===== src/rtl/pe_pkg.sv =====
// Shared constants for the PE result drain path.
// Provides the lane data width, lane slicing helper and the valid-delay limit.
package pe_pkg;

  localparam int unsigned DATA_W        = 8;
  localparam int unsigned VALID_DLY_MAX = 3;

  // Bit offset of a lane inside a packed lane bus.
  function automatic int unsigned lane_lsb(input int unsigned lane);
    return lane * DATA_W;
  endfunction

endpackage


===== src/rtl/pe_result_drain_lane_fifo.sv =====
// Single-lane synchronous FIFO with registered head data.
// Ports: clk_i/rst_ni clock and async active-low reset; push_i/data_i write;
// pop_i removes head; flush_i empties (wins over push/pop); head_o current
// head (holds last head when empty); count_o/full_o/empty_o occupancy.
module lane_fifo
  import pe_pkg::*;
#(
  parameter int unsigned DEPTH = 4
) (
  input  logic                    clk_i,
  input  logic                    rst_ni,
  input  logic                    push_i,
  input  logic                    pop_i,
  input  logic                    flush_i,
  input  logic [DATA_W-1:0]       data_i,
  output logic [DATA_W-1:0]       head_o,
  output logic [$clog2(DEPTH):0]  count_o,
  output logic                    full_o,
  output logic                    empty_o
);

  localparam int unsigned PTR_W = $clog2(DEPTH);
  localparam int unsigned CNT_W = PTR_W + 1;

  logic [DATA_W-1:0] mem_q [DEPTH];
  logic [PTR_W-1:0]  wr_ptr_q, wr_ptr_d;
  logic [PTR_W-1:0]  rd_ptr_q, rd_ptr_d;
  logic [CNT_W-1:0]  count_q, count_d;
  logic [DATA_W-1:0] head_q, head_d;
  logic              push_ok, pop_ok;

  // Next-state: pointers, count and the head value visible after this edge.
  always_comb begin
    pop_ok   = pop_i && (count_q != '0);
    // A full lane still accepts a push when a pop frees a slot in the same cycle.
    push_ok  = push_i && ((count_q != CNT_W'(DEPTH)) || pop_ok);
    wr_ptr_d = wr_ptr_q;
    rd_ptr_d = rd_ptr_q;
    count_d  = count_q;
    head_d   = head_q;
    if (flush_i) begin
      wr_ptr_d = '0;
      rd_ptr_d = '0;
      count_d  = '0;
    end else begin
      if (push_ok) wr_ptr_d = wr_ptr_q + PTR_W'(1);
      if (pop_ok)  rd_ptr_d = rd_ptr_q + PTR_W'(1);
      case ({push_ok, pop_ok})
        2'b10:   count_d = count_q + CNT_W'(1);
        2'b01:   count_d = count_q - CNT_W'(1);
        default: count_d = count_q;
      endcase
      // New head comes from the write port when it lands on the next read slot.
      if (count_d != '0) begin
        head_d = (push_ok && (wr_ptr_q == rd_ptr_d)) ? data_i : mem_q[rd_ptr_d];
      end
    end
  end

  // State and storage registers.
  always_ff @(posedge clk_i or negedge rst_ni) begin
    if (!rst_ni) begin
      wr_ptr_q <= '0;
      rd_ptr_q <= '0;
      count_q  <= '0;
      head_q   <= '0;
      for (int i = 0; i < DEPTH; i++) mem_q[i] <= '0;
    end else begin
      wr_ptr_q <= wr_ptr_d;
      rd_ptr_q <= rd_ptr_d;
      count_q  <= count_d;
      head_q   <= head_d;
      if (push_ok && !flush_i) mem_q[wr_ptr_q] <= data_i;
    end
  end

  assign head_o  = head_q;
  assign count_o = count_q;
  assign full_o  = (count_q == CNT_W'(DEPTH));
  assign empty_o = (count_q == '0);

endmodule


===== src/rtl/pe_result_drain.sv =====
// Aligns skewed per-column PE results into rows on a valid/ready stream.
// Ports: iClk/iRstN clock and async active-low reset; iResult/iResultValid
// per-lane data and strobes; iFlush clears lanes, delay line and overflow;
// iReady consumer accept; oRow head of every lane; oValid all lanes non-empty;
// oOverflow sticky drop flag; oLevel number of complete rows.
module pe_result_drain
  import pe_pkg::*;
#(
  parameter int unsigned ARRAY_NUM = 3,
  parameter int unsigned DEPTH     = 4,
  parameter int unsigned VALID_DLY = 1
) (
  input  logic                          iClk,
  input  logic                          iRstN,
  input  logic [DATA_W*ARRAY_NUM-1:0]   iResult,
  input  logic [ARRAY_NUM-1:0]          iResultValid,
  input  logic                          iFlush,
  input  logic                          iReady,
  output logic [DATA_W*ARRAY_NUM-1:0]   oRow,
  output logic                          oValid,
  output logic                          oOverflow,
  output logic [$clog2(DEPTH):0]        oLevel
);

  localparam int unsigned LVL_W = $clog2(DEPTH) + 1;

  logic [ARRAY_NUM-1:0] push_vld;
  logic [ARRAY_NUM-1:0] lane_full;
  logic [ARRAY_NUM-1:0] lane_empty;
  logic [LVL_W-1:0]     lane_cnt [ARRAY_NUM];
  logic [LVL_W-1:0]     level;
  logic                 pop;
  logic                 ovf_q, ovf_d;

  // Strobe delay line so each push lines up with its stable result data.
  if (VALID_DLY == 0) begin : g_no_dly
    assign push_vld = iResultValid;
  end else begin : g_dly
    logic [ARRAY_NUM-1:0] dly_q [VALID_DLY];

    always_ff @(posedge iClk or negedge iRstN) begin
      if (!iRstN) begin
        for (int j = 0; j < VALID_DLY; j++) dly_q[j] <= '0;
      end else if (iFlush) begin
        for (int j = 0; j < VALID_DLY; j++) dly_q[j] <= '0;
      end else begin
        dly_q[0] <= iResultValid;
        for (int j = 1; j < VALID_DLY; j++) dly_q[j] <= dly_q[j-1];
      end
    end

    assign push_vld = dly_q[VALID_DLY-1];
  end

  // One FIFO per lane; all lanes pop together.
  for (genvar i = 0; i < ARRAY_NUM; i++) begin : g_lane
    lane_fifo #(
      .DEPTH (DEPTH)
    ) u_lane (
      .clk_i   (iClk),
      .rst_ni  (iRstN),
      .push_i  (push_vld[i]),
      .pop_i   (pop),
      .flush_i (iFlush),
      .data_i  (iResult[i*DATA_W +: DATA_W]),
      .head_o  (oRow[i*DATA_W +: DATA_W]),
      .count_o (lane_cnt[i]),
      .full_o  (lane_full[i]),
      .empty_o (lane_empty[i])
    );
  end

  assign oValid = ~|lane_empty;
  assign pop    = oValid && iReady && !iFlush;

  // Complete rows = smallest lane occupancy.
  always_comb begin
    level = lane_cnt[0];
    for (int i = 1; i < ARRAY_NUM; i++) begin
      if (lane_cnt[i] < level) level = lane_cnt[i];
    end
  end

  assign oLevel = level;

  // Sticky overflow: a push hit a full lane with no pop to make room.
  always_comb begin
    ovf_d = ovf_q;
    if (iFlush) begin
      ovf_d = 1'b0;
    end else if ((|(push_vld & lane_full)) && !pop) begin
      ovf_d = 1'b1;
    end
  end

  always_ff @(posedge iClk or negedge iRstN) begin
    if (!iRstN) ovf_q <= 1'b0;
    else        ovf_q <= ovf_d;
  end

  assign oOverflow = ovf_q;

endmodule

===== config.mk =====
export PLATFORM = sky130hd
export DESIGN_NAME = pe_result_drain
export DESIGN_NICKNAME = d
export VERILOG_FILES = /design/src/rtl/pe_pkg.sv /design/src/rtl/pe_result_drain_lane_fifo.sv /design/src/rtl/pe_result_drain.sv
export SDC_FILE = /design/constraint.sdc
export NUM_CORES = 1
export LEC_CHECK = 0
export BUFFER_PORTS_ARGS = -buffer_cell sky130_fd_sc_hd__buf_2
export CAP_MARGIN = 20
export CORE_UTILIZATION = 30
export CTS_CLUSTER_DIAMETER = 100
export DETAILED_ROUTE_END_ITERATION = 7
export PLACE_DENSITY = 0.49
export SYNTH_ARGS = -nofsm -noshare
export SYNTH_HDL_FRONTEND = slang
export SYNTH_SLANG_ARGS = --single-unit

===== constraint.sdc =====
create_clock -name iClk -period 10 [get_ports iClk]
set_input_delay 0 -clock iClk [delete_from_list [all_inputs] [get_ports iClk]]
set_output_delay 0 -clock iClk [all_outputs]
set_load 0.02 [all_outputs]

==> results.yml <==
routing:
  vias_per_cell: 5.181
  drtIter0Drc: 342
  drt-total-wl_mm: 19.32
  vias: 5756
  wl_per_cell_um: 17.39
  firstDrtPassIters: 4
  drc_errors: 0
  ant_nets: 0
global_route:
  grt_max_degree: 88
  antenna_found_initial: 0
  grt_pass1_wl_mm: 32.09
  track_usage: 0.1536
  grt_pass1_vias: 5743
  grt-ovfl-total: 0
power_and_ir_drop:
  ir_drop_uv: 81.32
  p_seq_frac: 0.438
  p_leak_nw: 4.139
  p_int_w: 0.001252
  power-per-cell-area_nw_per_um2: 189.7
  power_switching_w: 0.0005215
  p_sw_frac: 0.2940
  p_comb_frac: 0.210
  clockPowerShare: 0.353
clock_tree:
  insertion_delay_ns: 0.43
  clock-sinks: 145
  clockBufferDepth: 2
  cts.repair.resized: 0
  cts_tree: "built"
  ctsHtreeMaxLevel: 4
  cts_buffers: 17
  clockRootBuffer: "clkbuf_16"
  clk_pin_slew_ns: 0.06
layout:
  layout_common_cells: "dfrtp_1 (145), mux2_2 (111), buf_2 (58)"
  syn_to_final_growth_pct: 17.45
  multi_input_area_um2: 4050
  layout-drive-gt1-share: 0.2796
  fin_nets: 819
  final_common_cell: "dfrtp_1"
  nFillCells: 2580
  regArea_um2: 3628
  antenna_cells: 0
min_path:
  whs_path_depth: 2
  min-delay-start: "iFlush"
  min_to: "g_lane[1].u_lane.rd_ptr_q[1]"
  hold_path_class: "input port to flop"
sta:
  period_share: 0.4930
  setup_tns_ns: 0
  finClkSkew_ns: 0.01391
  setup_slack_ns: 5.070
  worst_slew_pin_slew_ns: 0.9460
  finalSetupViolCount: 0
  fmax_ghz: 0.2028
  fin_crit_ns: 4.930
  whs_ns: 0.09134
  slew_headroom: 0.3641
  final-hold-violation-count: 0
  rsz0062_at_grt: "no"
  slew_viol_final: 0
floorplanning:
  core-area_um2: 26060
  die_area_um2: 27190
  initial_utilization: 0.3055
  die_x_um: 164.9
  rows: 59
  die_y_um: 164.9
  io_pins: 60
synth:
  synth-seq-area-share: 0.4558
  synthCells: 696
  syn-num-nets: 750
  synth-edff-count: 0
  ys_seq_elements: 145
  syn_avg_cell_area_um2: 11.44
  yosys_most_used_dff: "dfrtp_1"
  syn-cell-area_um2: 7960
  synth_cell_types: 55
  yosys_warnings: 0
  async_flop_share: 1.000
place:
  port-buffer-count: 59
  dpl.hpwl_mm: 12.36
  gp_congestion: 0.7471
  dp_slack_ns: 5.073
setup_path:
  crit_chain: "nor3_2 > or4_4 > clkinv_4 > ha_1 > fa_1 > xnor2_1 > or3_1 > and2_1 > a21o_1 > nor4_4 > a221o_1"
  cp_num_buf_inv: 1
  cp_data_required_time_ns: 10.36
  critPathSlowestCell: "or4_4"
  crit_arrival_ns: 5.29
  end_kind: "flop"
  critPathLaunchType: "flop"
  path_max_fanout: 71
  reg2reg_to: "g_lane[0].u_lane.head_o[0]"
  cp_top_family: "simple AND/OR/NAND/NOR gates"
  crit_type: "flop to flop"
  r2r_cells: 11
  max_stage_delay_ns: 0.70
  r2r-start: "g_lane[0].u_lane.count_o[0]"
  reg2reg_slack_ns: 5.07
run_status:
  status: "complete, no violations"
job:
  cap_violations: 0
[worst max-delay path by stage]
| stage | start | endpoint | depth (start not counted) |
|---|---|---|---|
| finish | g_lane[0].u_lane.count_o[0] | g_lane[0].u_lane.head_o[0] | 11 |
| global route | g_lane[0].u_lane.count_o[0] | g_lane[1].u_lane.head_o[2] | 12 |
| CTS | g_lane[0].u_lane.count_o[0] | g_lane[0].u_lane.head_o[0] | 11 |
| detailed placement | g_lane[0].u_lane.count_o[0] | g_lane[0].u_lane.head_o[7] | 11 |
| global placement | g_lane[0].u_lane.count_o[0] | g_lane[0].u_lane.head_o[5] | 11 |
| floorplan | g_lane[0].u_lane.count_o[0] | g_lane[2].u_lane.head_o[0] | 17 |
[sequential cells by signal (all words and copies together), names as in the netlist]
name                    count
g_lane.u_lane.wr_ptr_q      6
g_dly.dly_q                 3
g_lane.u_lane.count_o       9
oOverflow                   1
g_lane.u_lane.mem_q        96
g_lane.u_lane.head_o       24
g_lane.u_lane.rd_ptr_q      6
[metal layers]
metal | share of wire | track usage | wire length (um)
met1 | 0.49 | 0.2129 | 9491
met2 | 0.46 | 0.2399 | 8964
met3 | 0.030 | 0.02612 | 577
met4 | 0.015 | 0.05379 | 286
met5 | 0 | 0 | 0
[logic make-up after synthesis]
logic type                 share of synthesized area
AOI/OAI and AO/OA                             0.1649
DFF                                           0.4558
xor gates and xnor gates                     0.01870
adders and majority gates                    0.03898
buffers and inverters                        0.03537
muxes                                         0.1812
and+or+nand+nor                               0.1050
[power by group through the flow]
stage               combinational, W  sequential [W]  clock [W]
finish                      0.000372        0.000776   0.000626
global route                0.000415        0.000793   0.000673
CTS                         0.000377        0.000777   0.000651
detailed placement          0.000368        0.000787          0
global placement            0.000362        0.000788          0
floorplan                   0.000220        0.000809          0
[what timing repair did]
action	CTS	global route
hold buffers	29	0
endpoints found under the setup margin	0	0
buffers inserted	0	0
hold endpoints to repair	209	0
[layout make-up]
type | instances | share of cell area
multi-input combinational | 492 | 0.4332
inverter | 18 | 0.007762
tap | 335 | 0.04483
clock buffer | 18 | 0.04590
clock inverter | 12 | 0.01445
sequential | 145 | 0.3881
timing repair buffer | 91 | 0.06571
[cell usage after synthesis (13+ instances only)]
cell type	count	area [um2]
a221oi_1	14	122.6
mux2i_1	17	170.2
o31ai_1	15	112.6
or3_1	18	112.6
inv_1	15	56.30
nor2_1	31	116.4
o221ai_1	28	245.2
nor3b_1	13	97.59
ha_1	20	250.2
mux2_2	111	1250
a21oi_1	17	85.08
a211o_1	13	113.9
dfrtp_1	145	3628
clkbuf_1	19	71.32
nor3_1	16	80.08
a221o_1	17	170.2
nand2_1	53	198.9
[through the flow]
step	instances	utilization	instance area (um2)	power, W
3_3_place_gp	1052	0.3260	8494	0.001150
6_report	1111	0.3588	9349	0.001774
2_1_floorplan	696	-	7960	0.001029
3_5_place_dp	1052	0.3260	8494	0.001155
4_1_cts	1111	0.3588	9349	0.001805
5_1_grt	1111	0.3588	9349	0.001881
Note: power is estimated with default switching activity, not from simulation.
